===== config.mk =====
export PLATFORM = sky130hd
export DESIGN_NAME = dft_mag_feeder
export DESIGN_NICKNAME = d
export VERILOG_FILES = /design/src/rtl/dft_mag_feeder.sv
export SDC_FILE = /design/constraint.sdc
export NUM_CORES = 2
export LEC_CHECK = 0
export CAP_MARGIN = 10
export CORE_ASPECT_RATIO = 0.75
export CORE_MARGIN = 2
export CORE_UTILIZATION = 54
export DETAILED_ROUTE_END_ITERATION = 8
export PLACE_DENSITY = 0.71
export SYNTH_ARGS = -nofsm -noshare
export SYNTH_HDL_FRONTEND = slang
export SYNTH_SLANG_ARGS = --single-unit

===== constraint.sdc =====
create_clock -name clk -period 15.59 [get_ports clk]
set_input_delay 3.118 -clock clk [delete_from_list [all_inputs] [get_ports clk]]
set_output_delay 3.118 -clock clk [all_outputs]
set_load 0.05 [all_outputs]

===== src/rtl/dft_mag_feeder.sv =====
// dft_mag_feeder: turns a stream of signed complex DFT bins into power words
// (re^2 + im^2) and feeds them one at a time to a non-pipelined sqrt unit.
// Each bin index travels with its power word so that downstream logic can
// pair every sqrt result with the bin it belongs to.

module dft_mag_feeder #(
    parameter int IN_W       = 16,
    parameter int IDX_W      = 10,
    parameter int FIFO_DEPTH = 4
) (
    input  logic                clk,
    input  logic                rst,
    input  logic [IN_W-1:0]     in_re,
    input  logic [IN_W-1:0]     in_im,
    input  logic [IDX_W-1:0]    in_idx,
    input  logic                in_valid,
    output logic                in_ready,
    output logic [2*IN_W-1:0]   sqrt_data,
    output logic                sqrt_valid,
    input  logic                sqrt_done,
    output logic [IDX_W-1:0]    out_idx,
    output logic                out_valid,
    output logic                drop
);

    localparam int P_W   = 2 * IN_W;
    localparam int PTR_W = (FIFO_DEPTH > 1) ? $clog2(FIFO_DEPTH) : 1;
    localparam int CNT_W = PTR_W + 1;

    typedef enum logic {IDLE, BUSY} state_t;

    state_t              state;

    logic                s0_valid;
    logic [IN_W-1:0]     s0_re;
    logic [IN_W-1:0]     s0_im;
    logic [IDX_W-1:0]    s0_idx;

    logic                s1_valid;
    logic [P_W-1:0]      s1_re_sq;
    logic [P_W-1:0]      s1_im_sq;
    logic [IDX_W-1:0]    s1_idx;

    logic [P_W-1:0]      fifo_data [FIFO_DEPTH];
    logic [IDX_W-1:0]    fifo_tag  [FIFO_DEPTH];
    logic [PTR_W-1:0]    wr_ptr;
    logic [PTR_W-1:0]    rd_ptr;
    logic [CNT_W-1:0]    fifo_count;

    logic [IDX_W-1:0]    cur_tag;

    logic signed [P_W-1:0] re_ext;
    logic signed [P_W-1:0] im_ext;
    logic [P_W-1:0]      re_sq;
    logic [P_W-1:0]      im_sq;
    logic [1:0]          in_flight;
    logic [CNT_W:0]      occupancy;
    logic                accept;
    logic                push;
    logic                pop;

    // Squares are formed at full operand width; the top bit is always zero
    // because the largest square is 2^(2*IN_W-2), so the sum cannot overflow.
    assign re_ext = P_W'($signed(s0_re));
    assign im_ext = P_W'($signed(s0_im));
    assign re_sq  = re_ext * re_ext;
    assign im_sq  = im_ext * im_ext;

    // Readiness counts queued words plus samples still inside the pipeline,
    // so a sample accepted now always finds a free FIFO slot when it lands.
    assign in_flight = {1'b0, s0_valid} + {1'b0, s1_valid};
    assign occupancy = {1'b0, fifo_count} + (CNT_W + 1)'(in_flight);
    assign in_ready  = occupancy < (CNT_W + 1)'(FIFO_DEPTH);

    assign accept = in_valid && in_ready;
    assign push   = s1_valid;
    assign pop    = (state == IDLE) && (fifo_count != '0);

    assign out_idx   = cur_tag;
    assign out_valid = sqrt_done && (state == BUSY);

    // Input capture and squaring stage; the pipeline never stalls.
    always_ff @(posedge clk or posedge rst) begin
        if (rst) begin
            s0_valid <= 1'b0;
            s0_re    <= '0;
            s0_im    <= '0;
            s0_idx   <= '0;
            s1_valid <= 1'b0;
            s1_re_sq <= '0;
            s1_im_sq <= '0;
            s1_idx   <= '0;
        end else begin
            s0_valid <= accept;
            if (accept) begin
                s0_re  <= in_re;
                s0_im  <= in_im;
                s0_idx <= in_idx;
            end
            s1_valid <= s0_valid;
            if (s0_valid) begin
                s1_re_sq <= re_sq;
                s1_im_sq <= im_sq;
                s1_idx   <= s0_idx;
            end
        end
    end

    // FIFO storage: the summed power word is written together with its tag.
    always_ff @(posedge clk or posedge rst) begin
        if (rst) begin
            for (int i = 0; i < FIFO_DEPTH; i++) begin
                fifo_data[i] <= '0;
                fifo_tag[i]  <= '0;
            end
        end else if (push) begin
            fifo_data[wr_ptr] <= s1_re_sq + s1_im_sq;
            fifo_tag[wr_ptr]  <= s1_idx;
        end
    end

    // FIFO pointers and occupancy; a simultaneous push and pop cancel out.
    always_ff @(posedge clk or posedge rst) begin
        if (rst) begin
            wr_ptr     <= '0;
            rd_ptr     <= '0;
            fifo_count <= '0;
        end else begin
            if (push) begin
                wr_ptr <= wr_ptr + PTR_W'(1);
            end
            if (pop) begin
                rd_ptr <= rd_ptr + PTR_W'(1);
            end
            if (push && !pop) begin
                fifo_count <= fifo_count + CNT_W'(1);
            end else if (pop && !push) begin
                fifo_count <= fifo_count - CNT_W'(1);
            end
        end
    end

    // Issue FSM: start the sqrt unit only once the previous job has finished.
    always_ff @(posedge clk or posedge rst) begin
        if (rst) begin
            state      <= IDLE;
            sqrt_data  <= '0;
            sqrt_valid <= 1'b0;
            cur_tag    <= '0;
        end else begin
            sqrt_valid <= 1'b0;
            case (state)
                IDLE: begin
                    if (pop) begin
                        sqrt_data  <= fifo_data[rd_ptr];
                        cur_tag    <= fifo_tag[rd_ptr];
                        sqrt_valid <= 1'b1;
                        state      <= BUSY;
                    end
                end
                BUSY: begin
                    if (sqrt_done) begin
                        state <= IDLE;
                    end
                end
                default: state <= IDLE;
            endcase
        end
    end

    // Sticky flag for samples offered while the block could not take them.
    always_ff @(posedge clk or posedge rst) begin
        if (rst) begin
            drop <= 1'b0;
        end else if (in_valid && !in_ready) begin
            drop <= 1'b1;
        end
    end

endmodule


After elaboration in Yosys (flattened, before gate mapping) --
Index checks and enable logic that the tools add are counted.
Operators by class: $add $sub $neg 7, multipliers 2, magnitude comparators 4, multiplexer cells 18, bitwise operators 3, reductions and logical operators 13
Operator list (number):
- $bwmux 128 | 1
- $mux 32 | 3
- $bmux 32 s2 | 1
- $demux 32 s2 | 1
- $mul 16x16->32 | 2
- $bwmux 40 | 1
- $add 32x32->32 | 1
- $mux 10 | 3
- $bmux 10 s2 | 1
- $demux 10 s2 | 1
- $logic_and 1x1->1 | 7
- $ge 3x3->1 const B | 2
- $mux 3 | 2
- $not 2->3 | 2
- $add 2x1->2 const B | 2
- $add 3x2->4 | 1
- $lt 4x3->1 const B | 1
- $add 3x1->3 const B | 1
- $logic_not 1->1 | 3
- $lt 3x1->1 const B | 1
- $mux 1 | 3
- $reduce_bool 3->1 | 1
- $sub 3x1->3 const B | 1
- $add 1x1->2 | 1
- other kinds (4) | 4
Word-level totals: flip-flop bits (word level) 338, bits of input ports 46, output and inout bits 46

Longest topological paths before layout --
word-level depth 6, gate-level depth with buffers 25

Worst setup path before layout --
OpenSTA, ideal clock, no wires.
path kind input to output, from input port sqrt_done, to output port out_valid, arrival 3.546 ns, required time 12.472 ns, path slack 8.926 ns, stages 1, buffers on the path 0, path through and2_1
Between the ends: word-level cells in the longest chain between the ends 1
RTL lines:
- start: declaration | line 20 | input logic sqrt_done,
- $logic_and 1x1->1 | line 80 | assign out_valid = sqrt_done && (state == BUSY);
- end: declaration | line 22 | output logic out_valid,
Every way passes these cells.

Final worst setup path --
Ends and elaborated chain as after synthesis.

==> out/qor.txt <==
status -> complete, no violations
DP HPWL -> 53400 microns
Vias/cell -> 5.44
DR vias -> 22600
Register-to-Register Path Depth -> 20
ys flop type -> dfrtp_1
Post-synth EDFFs -> 0
GRT Total Usage -> 0.239
Iter 0 DRT Violations -> 1619
Port Buf Inserts -> 91
wire length per cell -> 17.2 microns
RR Endpoint -> s1_re_sq[31]$_DFFE_PP0P_
drc violations -> 0
Gate Count Post-Synth -> 3318
Setup crit start kind -> input pin
worst endpoint data arrival time -> 4.52 ns
antenna violations before repair -> 2
Core ar. -> 60800 sq um
worst r2r src -> s0_re[15]$_DFFE_PP0P_
measured slew at the worst slew-check pin -> 1.03 ns
Ys Warns -> 0
Initial DRT Pass Iterations -> 5
total wire length -> 71500 microns
max-cap viol count -> 0
gpl congestion -> 0.868
Synth cell types -> 76
RSZ-0062 raised after global routing -> no
sink count of the clock tree -> 336
CTS Hold Bufs -> 0
Critical Path RT -> 12.47 ns
Final min period -> 7.64 ns
clock skew -> 0.0278 ns
Longest Clk Path Bufs -> 3
flops & latches, synth -> 336
Final Slew Violations -> 0
die area -> 63800 sq um
total CTS buffers -> 36
worst min path class -> flip-flop to flip-flop
sequential-to-total area share from yosys stat -> 0.252
kind of critical path -> input pin to output pin
Final nets -> 4065
Netlist Area Pre-Place -> 33300 sq um
Top Ports -> 92
max_slew headroom -> 0.313
Antenna Diode Count -> 0
Filler Cell Count -> 5111
first-pass GRT wire length -> 122000 microns
root buf cell -> clkbuf_16
Die Y -> 219 microns
CP endpoint -> out_valid
CTS tree -> done
vias in the first global route -> 23500
CTS H-Tree Depth -> 2
CP endpoint kind -> output pin
launch point of the worst path -> sqrt_done
Core Rows -> 78
Post-CTS Setup Bufs -> 0
syn avg cell area -> 10.0 sq um
setup TNS -> 0 ns
flop2flop setup slack -> 8.29 ns
die width -> 291 microns
Mapped Nets -> 4051
Max Freq -> 0.131 GHz
cts repair resizes -> 0
largest net degree at the start of global routing -> 150
fin crit share -> 0.490
Final setup viols -> 0
critical-path maximum fanout -> 2
grt ovf -> 0
Initial Util -> 0.548
share of layout cells above drive strength 1 -> 0.0947
Final Hold Viols -> 0
Hold Path Origin -> fifo_tag[8]$_DFFE_PP0P_
remaining antenna violation count -> 0
ys async rst share -> 1.00
area delta synth->final -> 8.38%
clk slew on worst S/H paths -> 0.06 ns
worst skew pair latency -> 0.57 ns
## placed cells by master (no fill, tap or decap), types with 83 or more instances in the layout
| cell | instances |
|---|---|
| mux2_2 | 149 |
| nand2_1 | 531 |
| inv_1 | 646 |
| a21oi_1 | 83 |
| dfrtp_1 | 333 |
| and2_1 | 91 |
| xnor2_1 | 87 |
| fa_1 | 471 |
| ha_1 | 216 |
| clkdlybuf4s50_1 | 91 |
| nor2_1 | 91 |
## Yosys cell counts, types with 5 or more instances
cell type  instances  share of area
inv_1            647          0.073
nand2_1          535          0.060
fa_1             471           0.28
dfrtp_1          336           0.25
ha_1             216          0.081
mux2_2           149          0.050
clkbuf_1         103          0.012
and2_1            92          0.017
nor2_1            92          0.010
xnor2_1           87          0.023
a21oi_1           83          0.012
o21ai_0           66         0.0099
mux4_2            42          0.028
a21o_1            40         0.0090
nand3_1           26         0.0039
nor3_1            26         0.0039
o21a_1            24         0.0054
o31ai_1           22         0.0050
buf_1             21         0.0024
nand2b_1          21         0.0039
nor2b_1           17         0.0032
xor2_1            17         0.0045
o211ai_1          13         0.0029
o311a_1           13         0.0039
a31o_2            11         0.0029
and3_1            11         0.0021
nand4_1           11         0.0021
o21bai_1          10         0.0023
or4_1              8         0.0018
a211oi_1           7         0.0016
a31oi_1            7         0.0013
buf_2              6        0.00090
o21ai_1            6        0.00090
o21ai_2            6         0.0016
o311ai_0           5         0.0013
or2_2              5        0.00094
or3_1              5        0.00094
## metrics by stage
stage	cells	hold WS [ns]	area, sq um	setup slack [ns]	util
detailed placement	4094	0.459	34900	7.95	0.574
global route	4158	0.491	36100	7.71	0.594
global placement	4094	0.455	34900	7.98	0.574
floorplan	3318	0.378	33300	3.16	-
finish	4158	0.471	36100	7.95	0.594
CTS	4158	0.475	36100	7.94	0.594
## routing by layer
layer,share of wire,track usage
met1,0.48,0.358
met2,0.44,0.370
met3,0.066,0.0397
met5,0,0
met4,0.016,0.0456
## state kept, by name, indices dropped and copies added, names as in the netlist, 3 cells and up
signal,flops
out_idx,10
fifo_count,3
s1_im_sq,31
s1_idx,10
s1_re_sq,31
s0_idx,10
fifo_tag,40
s0_im,16
fifo_data,128
s0_re,16
sqrt_data,32
## worst min-delay path by stage
stage,end,cells after the start
after floorplan,push$_DFF_PP0_,0
after global placement,fifo_data[1]$_DFFE_PP0P_,2
after detailed placement,fifo_tag[8]$_DFFE_PP0P_,2
after CTS,fifo_tag[8]$_DFFE_PP0P_,2
after global routing,fifo_data[77]$_DFFE_PP0P_,2
final,fifo_tag[8]$_DFFE_PP0P_,2
## layout make-up
class	count	area [sq um]	area share
repair buffers	106	1040	0.0287
clock inverters	15	220	0.00609
inverters	650	2450	0.0677
clock buffers	49	1000	0.0277
multi-input cells	2202	22000	0.609
well taps	800	1000	0.0277
flip-flops and latches	336	8410	0.233
## cell families after synthesis
family                   after synthesis  synth area share
flip-flops                           336             0.252
adder cells (fa/ha/maj)              687             0.364
buffers and inverters                780            0.0880
XOR/XNOR                             104            0.0273
multiplexers                         193            0.0793
AND/OR/NAND/NOR                      861             0.114
AO/OA/AOI/OAI                        357            0.0750
## worst max-delay path, stage by stage
cell             delay (ns)
clkdlybuf4s50_1        0.44
and2_1                 0.14
clkdlybuf4s50_1        0.81
Power is left out: the tool's default activity adds up to more than one toggle a clock period on the data nets, which glitch-free logic cannot reach.
